[src/rtl/result_forward_pipeline.sv]
// EX->MEM and MEM->WB pipeline registers that drive the ALU forwarding taps, the data-memory
// strobe and the register-file write port. Load-use detection is built only with LOAD_USE_DETECT_EN.
module result_forward_pipeline #(
  parameter int unsigned WORD        = 32,
  parameter int unsigned ADDR_WIDTH  = 4,
  parameter int unsigned STALL_CNT_W = 16
) (
  input  logic                   clk_i,
  input  logic                   rst_n_i,
  input  logic                   ex_valid_i,
  input  logic [WORD-1:0]        ex_alu_result_i,
  input  logic [ADDR_WIDTH-1:0]  ex_reg_dest_i,
  input  logic                   ex_reg_write_i,
  input  logic                   ex_mem_read_i,
  input  logic                   flush_i,
  input  logic [ADDR_WIDTH-1:0]  reg_addr_1_DECODE_i,
  input  logic [ADDR_WIDTH-1:0]  reg_addr_2_DECODE_i,
  input  logic [WORD-1:0]        mem_rdata_i,
  output logic [WORD-1:0]        mem_addr_o,
  output logic                   mem_read_en_o,
  output logic [WORD-1:0]        reg_data_MEM_o,
  output logic [ADDR_WIDTH-1:0]  reg_dest_MEM_o,
  output logic                   mem_write_en_MEM_o,
  output logic [WORD-1:0]        reg_data_WB_o,
  output logic [ADDR_WIDTH-1:0]  reg_dest_WB_o,
  output logic                   mem_write_en_WB_o,
  output logic                   load_use_stall_o,
  output logic [STALL_CNT_W-1:0] stall_count_o
);

  typedef struct packed {
    logic                  valid;
    logic [WORD-1:0]       data;
    logic [ADDR_WIDTH-1:0] dest;
    logic                  wr;
    logic                  rd;
  } stage_t;

  stage_t mem_d, mem_q;
  stage_t wb_d, wb_q;
  logic   load_use_stall;

  // A bubble is an all-zero stage, so dests and data read back as 0 when nothing is in flight.
  always_comb begin
    mem_d = '0;
    if (ex_valid_i && !flush_i && !load_use_stall) begin
      mem_d.valid = 1'b1;
      mem_d.data  = ex_alu_result_i;
      mem_d.dest  = ex_reg_dest_i;
      mem_d.wr    = ex_reg_write_i;
      mem_d.rd    = ex_mem_read_i;
    end
    wb_d = mem_q;
  end

  always_ff @(posedge clk_i or negedge rst_n_i) begin
    if (!rst_n_i) begin
      mem_q <= '0;
      wb_q  <= '0;
    end else begin
      mem_q <= mem_d;
      wb_q  <= wb_d;
    end
  end

  assign mem_addr_o         = mem_q.data;
  assign mem_read_en_o      = mem_q.valid & mem_q.rd;
  assign reg_data_MEM_o     = mem_q.data;
  assign reg_dest_MEM_o     = mem_q.dest;
  // Load data does not exist until WB, so a load in MEM is never a forwarding source.
  assign mem_write_en_MEM_o = mem_q.valid & mem_q.wr & ~mem_q.rd;
  assign reg_data_WB_o      = (wb_q.valid && wb_q.rd) ? mem_rdata_i : wb_q.data;
  assign reg_dest_WB_o      = wb_q.dest;
  assign mem_write_en_WB_o  = wb_q.valid & wb_q.wr;

`ifdef LOAD_USE_DETECT_EN
  logic [STALL_CNT_W-1:0] stall_cnt_d, stall_cnt_q;

  assign load_use_stall = mem_q.valid & mem_q.rd & mem_q.wr & ~flush_i &
                          ((mem_q.dest == reg_addr_1_DECODE_i) |
                           (mem_q.dest == reg_addr_2_DECODE_i));

  // Saturating: holds at all-ones rather than wrapping.
  always_comb begin
    stall_cnt_d = stall_cnt_q;
    if (load_use_stall && (stall_cnt_q != '1)) begin
      stall_cnt_d = stall_cnt_q + STALL_CNT_W'(1);
    end
  end

  always_ff @(posedge clk_i or negedge rst_n_i) begin
    if (!rst_n_i) begin
      stall_cnt_q <= '0;
    end else begin
      stall_cnt_q <= stall_cnt_d;
    end
  end

  assign stall_count_o = stall_cnt_q;
`else
  logic unused_decode;
  assign unused_decode  = ^{reg_addr_1_DECODE_i, reg_addr_2_DECODE_i};
  assign load_use_stall = 1'b0;
  assign stall_count_o  = '0;
`endif

  assign load_use_stall_o = load_use_stall;

endmodule
[config.mk]
export PLATFORM = sky130hd
export DESIGN_NAME = result_forward_pipeline
export DESIGN_NICKNAME = d
export VERILOG_FILES = /design/src/rtl/result_forward_pipeline.sv
export SDC_FILE = /design/constraint.sdc
export NUM_CORES = 1
export LEC_CHECK = 0
export CAP_MARGIN = 10
export CORE_UTILIZATION = 41
export CTS_CLUSTER_DIAMETER = 150
export DETAILED_ROUTE_END_ITERATION = 12
export GPL_ROUTABILITY_DRIVEN = 0
export MAX_ROUTING_LAYER = met4
export PLACE_DENSITY = 0.87
export SYNTH_ARGS = -nofsm -noshare
export SYNTH_HDL_FRONTEND = slang
export SYNTH_SLANG_ARGS = --single-unit
[constraint.sdc]
create_clock -name clk_i -period 1.8 [get_ports clk_i]
set_input_delay 0.36 -clock clk_i [delete_from_list [all_inputs] [get_ports clk_i]]
set_output_delay 0.36 -clock clk_i [all_outputs]
set_load 0.02 [all_outputs]
Yosys cells after proc, flatten, opt, wreduce, memory -nomap -nowiden
Cells that the tools add are included.
{"block": "totals", "reg_bits": 78, "inputBits": 82, "out_inout_bits": 124, "wordCells": 20}
{"block": "classes", "mux": 2, "bitwise_logic": 5, "reduce_logical": 3}
{"op": "2-to-1 mux 39 bit", "count": 1}
{"op": "2-to-1 mux 32 bit", "count": 1}
{"op": "AND 1 bit", "count": 4}
{"op": "logical AND 1 bit", "count": 2}
{"op": "zero test 1 bit", "count": 1}
{"op": "inverter 1 bit", "count": 1}

Longest topological paths before layout
{"block": "depth", "word_depth": 3, "depth_mapped": 4, "ltp_nobuf": 2}

Worst setup path after synthesis
No wires, ideal clock.
{"block": "synth_path", "path_kind": "reg2out", "from": "reg wb_q[0] (netlist name)", "to": "out reg_data_WB_o[0]", "arrival_time_ns": 0.983, "required_ns": 1.440, "setup_slack_ns": 0.457, "stages_incl_launch_ff": 4, "n_path_buf": 1, "path_cell_list": "dfrtp_1 nand2_4 buf_12 mux2_4"}
{"block": "synth_via", "elab_chain_len": 2}
{"item": "from (decl)", "line": "40", "text": "stage_t wb_d, wb_q;"}
{"item": "from (signal assigned)", "line": "62", "text": "wb_q <= wb_d;"}
{"item": "logical AND 1 bit", "line": "72", "text": "assign reg_data_WB_o = (wb_q.valid && wb_q.rd) ? mem_rdata_i : wb_q.data;"}
{"item": "2-to-1 mux 32 bit", "line": "72"}
{"item": "to (decl)", "line": "24", "text": "output logic [WORD-1:0] reg_data_WB_o,"}
Every way passes these cells.

Worst setup path in the final report
{"block": "layout_path", "from": "reg wb_q[38] (netlist name)", "to": "out reg_data_WB_o[24]"}
The elaborated chain is that of the path after synthesis.

==> out/metrics.cfg <==
[cts]
clock-root-buffer=clkbuf_8
cts_buffers=9
h-tree-depth=3
cts_buffer_depth=2
tritoncts=yes
clk_pin_slew_ps=70
worstSkewPairLatency_ps=340
clock_sinks=78

[worst_hold_path]
hold_path_class=reg -> reg
hp-start=reg_dest_MEM_o[1]
hold_end=reg_dest_WB_o[1]
hold_depth=0

[cells_and_area]
multiInputGateArea_um2=828
final_common_cell=clkdlybuf4s50_1
layout_common_cells=clkdlybuf4s50_1 (144), dfrtp_1 (78), and2_1 (39)
diodes=0
fill_cells=659
regArea_um2=1950
drive_gt1_frac=0.239
syn_to_final_growth_pct=43.9
nets=451

[power_and_ir_drop]
irDropWorstVdd_mv=0.439
p_leak_nw=2.44
powerDensity_nw_per_um2=735

[critical_path]
cp-end-kind=primary output
critical_path.slowest_cell=dfrtp_1
worstPathArrival_ps=1540
crit_type=reg -> out
critical_path_required_ps=1440
ff2ff_setup_slack_ps=1260
crit_path_max_fanout=14
regToRegEndpoint=wb_q[20]
crit_chain=nand2_4, buf_12, mux2_4, clkbuf_2
startpoint=wb_q[38]
cpPeakStageDelay_ps=410
r2r-start=mem_addr_o[14]
startpoint_type=register
reg2reg_depth=0

[yosys]
syn_area_um2=3460
synth.avg_cell_area_um2=13.8
ys_types=15
synthCells=251
ys_seq_elements=78
synth-seq-area-share=0.564
ys_warn_count=0

[run_status]
status=complete, but fails checks
violations=negative setup slack

[global_routing]
grt.total_usage=0.162
grt_max_degree=43
grt_pass1_vias=2073
grt_pass1_wl_mm=10.2
grt_overflow_total=0
antenna_found_initial=0

[floorplanning]
fp.coreArea_um2=8180
die-area_um2=8810
rows=33
die_x_um=93.9
chipHeight_um=93.9
start_util=0.423
io_pins=206

[drt]
vias=2002
dr.pass1.iters=2
drt_iter0_drc=61
wl_per_cell_um=14.3
via_per_inst=4.19
drt-total-wl_mm=6.84
drtAntennaViolNets=0
drcViolationCount=0

[sta]
whs_ps=381
drv_slew=0
finalSetupTns_ps=-1960
max_freq_ghz=0.526
min_period_over_period=1.06
setup_viol=30
skew_ps=9.16
hold_viol_final=0
worst_slack_ps=-102
finalCriticalPeriod_ps=1900
rsz0062_at_grt=true

[job]
cap_viol_max_count=0

[place]
hpwl_mm=5.23
portBuffers=180

==> layout make-up <==
| cell class | count | area share |
|---|---|---|
| flip-flops and latches | 78 | 0.392 |
| repair buffers | 187 | 0.380 |
| multi-input cells | 93 | 0.166 |
| clock buffers | 11 | 0.0304 |
| well taps | 105 | 0.0264 |
| clock inverters | 4 | 0.00452 |
==> worst max-delay path, delay by kind of cell (launching register included) <==
family / cells / cell delay [ps]
DFF: 1 / 410
and+or+nand+nor: 1 / 140
muxes: 1 / 310
buffers and inverters: 2 / 340
==> cell usage after synthesis <==
cell type,n,share of area
mux2_4,30,0.13
and2_2,1,0.0022
dfrtp_1,78,0.56
conb_1,1,0.0011
nand2_4,1,0.0033
and2_1,39,0.071
nor2_1,1,0.0011
nand2_1,1,0.0011
clkbuf_1,1,0.0011
buf_12,3,0.017
mux2_2,2,0.0065
nor2b_4,1,0.0040
clkbuf_2,2,0.0029
buf_2,1,0.0014
buf_4,89,0.19
==> cells by family after synthesis <==
group         share of synthesized area
flops                             0.564
mux                               0.137
buf+inv                           0.216
simple gates                     0.0821
other cells                     0.00108
==> what timing repair did <==
action / 4_1_cts / 5_1_grt
endpoints found under the hold margin: 36 / 0
hold buffers: 1 / 0
resized for setup: 150 / 32
setup endpoints to repair: 35 / 32
buffers inserted: 3 / 0
pin swaps: 0 / 1
==> worst max path at each step <==
stage	slack, ps	endpoint
2_1_floorplan	460	reg_data_WB_o[0]
3_3_place_gp	-130	reg_data_WB_o[7]
3_5_place_dp	-160	reg_data_WB_o[8]
4_1_cts	-260	reg_data_WB_o[24]
5_1_grt	-170	reg_data_WB_o[24]
6_report	-100	reg_data_WB_o[24]
==> per-layer routing <==
layer,global-route usage,vias to the layer above,wire [um]
li1,-,917,-
met3,0.0405,8,459
met4,0.0692,0,108
met1,0.153,982,2250
met5,-,-,0
met2,0.308,95,4020
==> stage by stage <==
stage	worst slack (ps)	instances	cell area (um2)	power, mW	util
after CTS	-256	480	4900	3.70	0.600
final	-102	478	4980	3.66	0.609
after floorplan	457	267	3520	2.26	-
after global routing	-173	478	4980	3.83	0.609
after detailed placement	-161	461	4790	2.55	0.586
after global placement	-128	461	4790	2.54	0.586
==> state kept, by name, indices dropped and copies added (netlist names) <==
| register | cells |
|---|---|
| reg_dest_MEM_o | 4 |
| wb_q | 35 |
| mem_q | 3 |
| reg_dest_WB_o | 4 |
| mem_addr_o | 32 |
==> power breakdown <==
group | internal (mW) | leakage (nW) | total, mW | switching, mW
clock network | 0.561 | 0.0910 | 1.15 | 0.585
logic | 0.371 | 1.30 | 0.658 | 0.287
registers | 1.82 | 1.05 | 1.86 | 0.0379
total | 2.75 | 2.44 | 3.66 | 0.910
(Power assumes the default switching activity.)
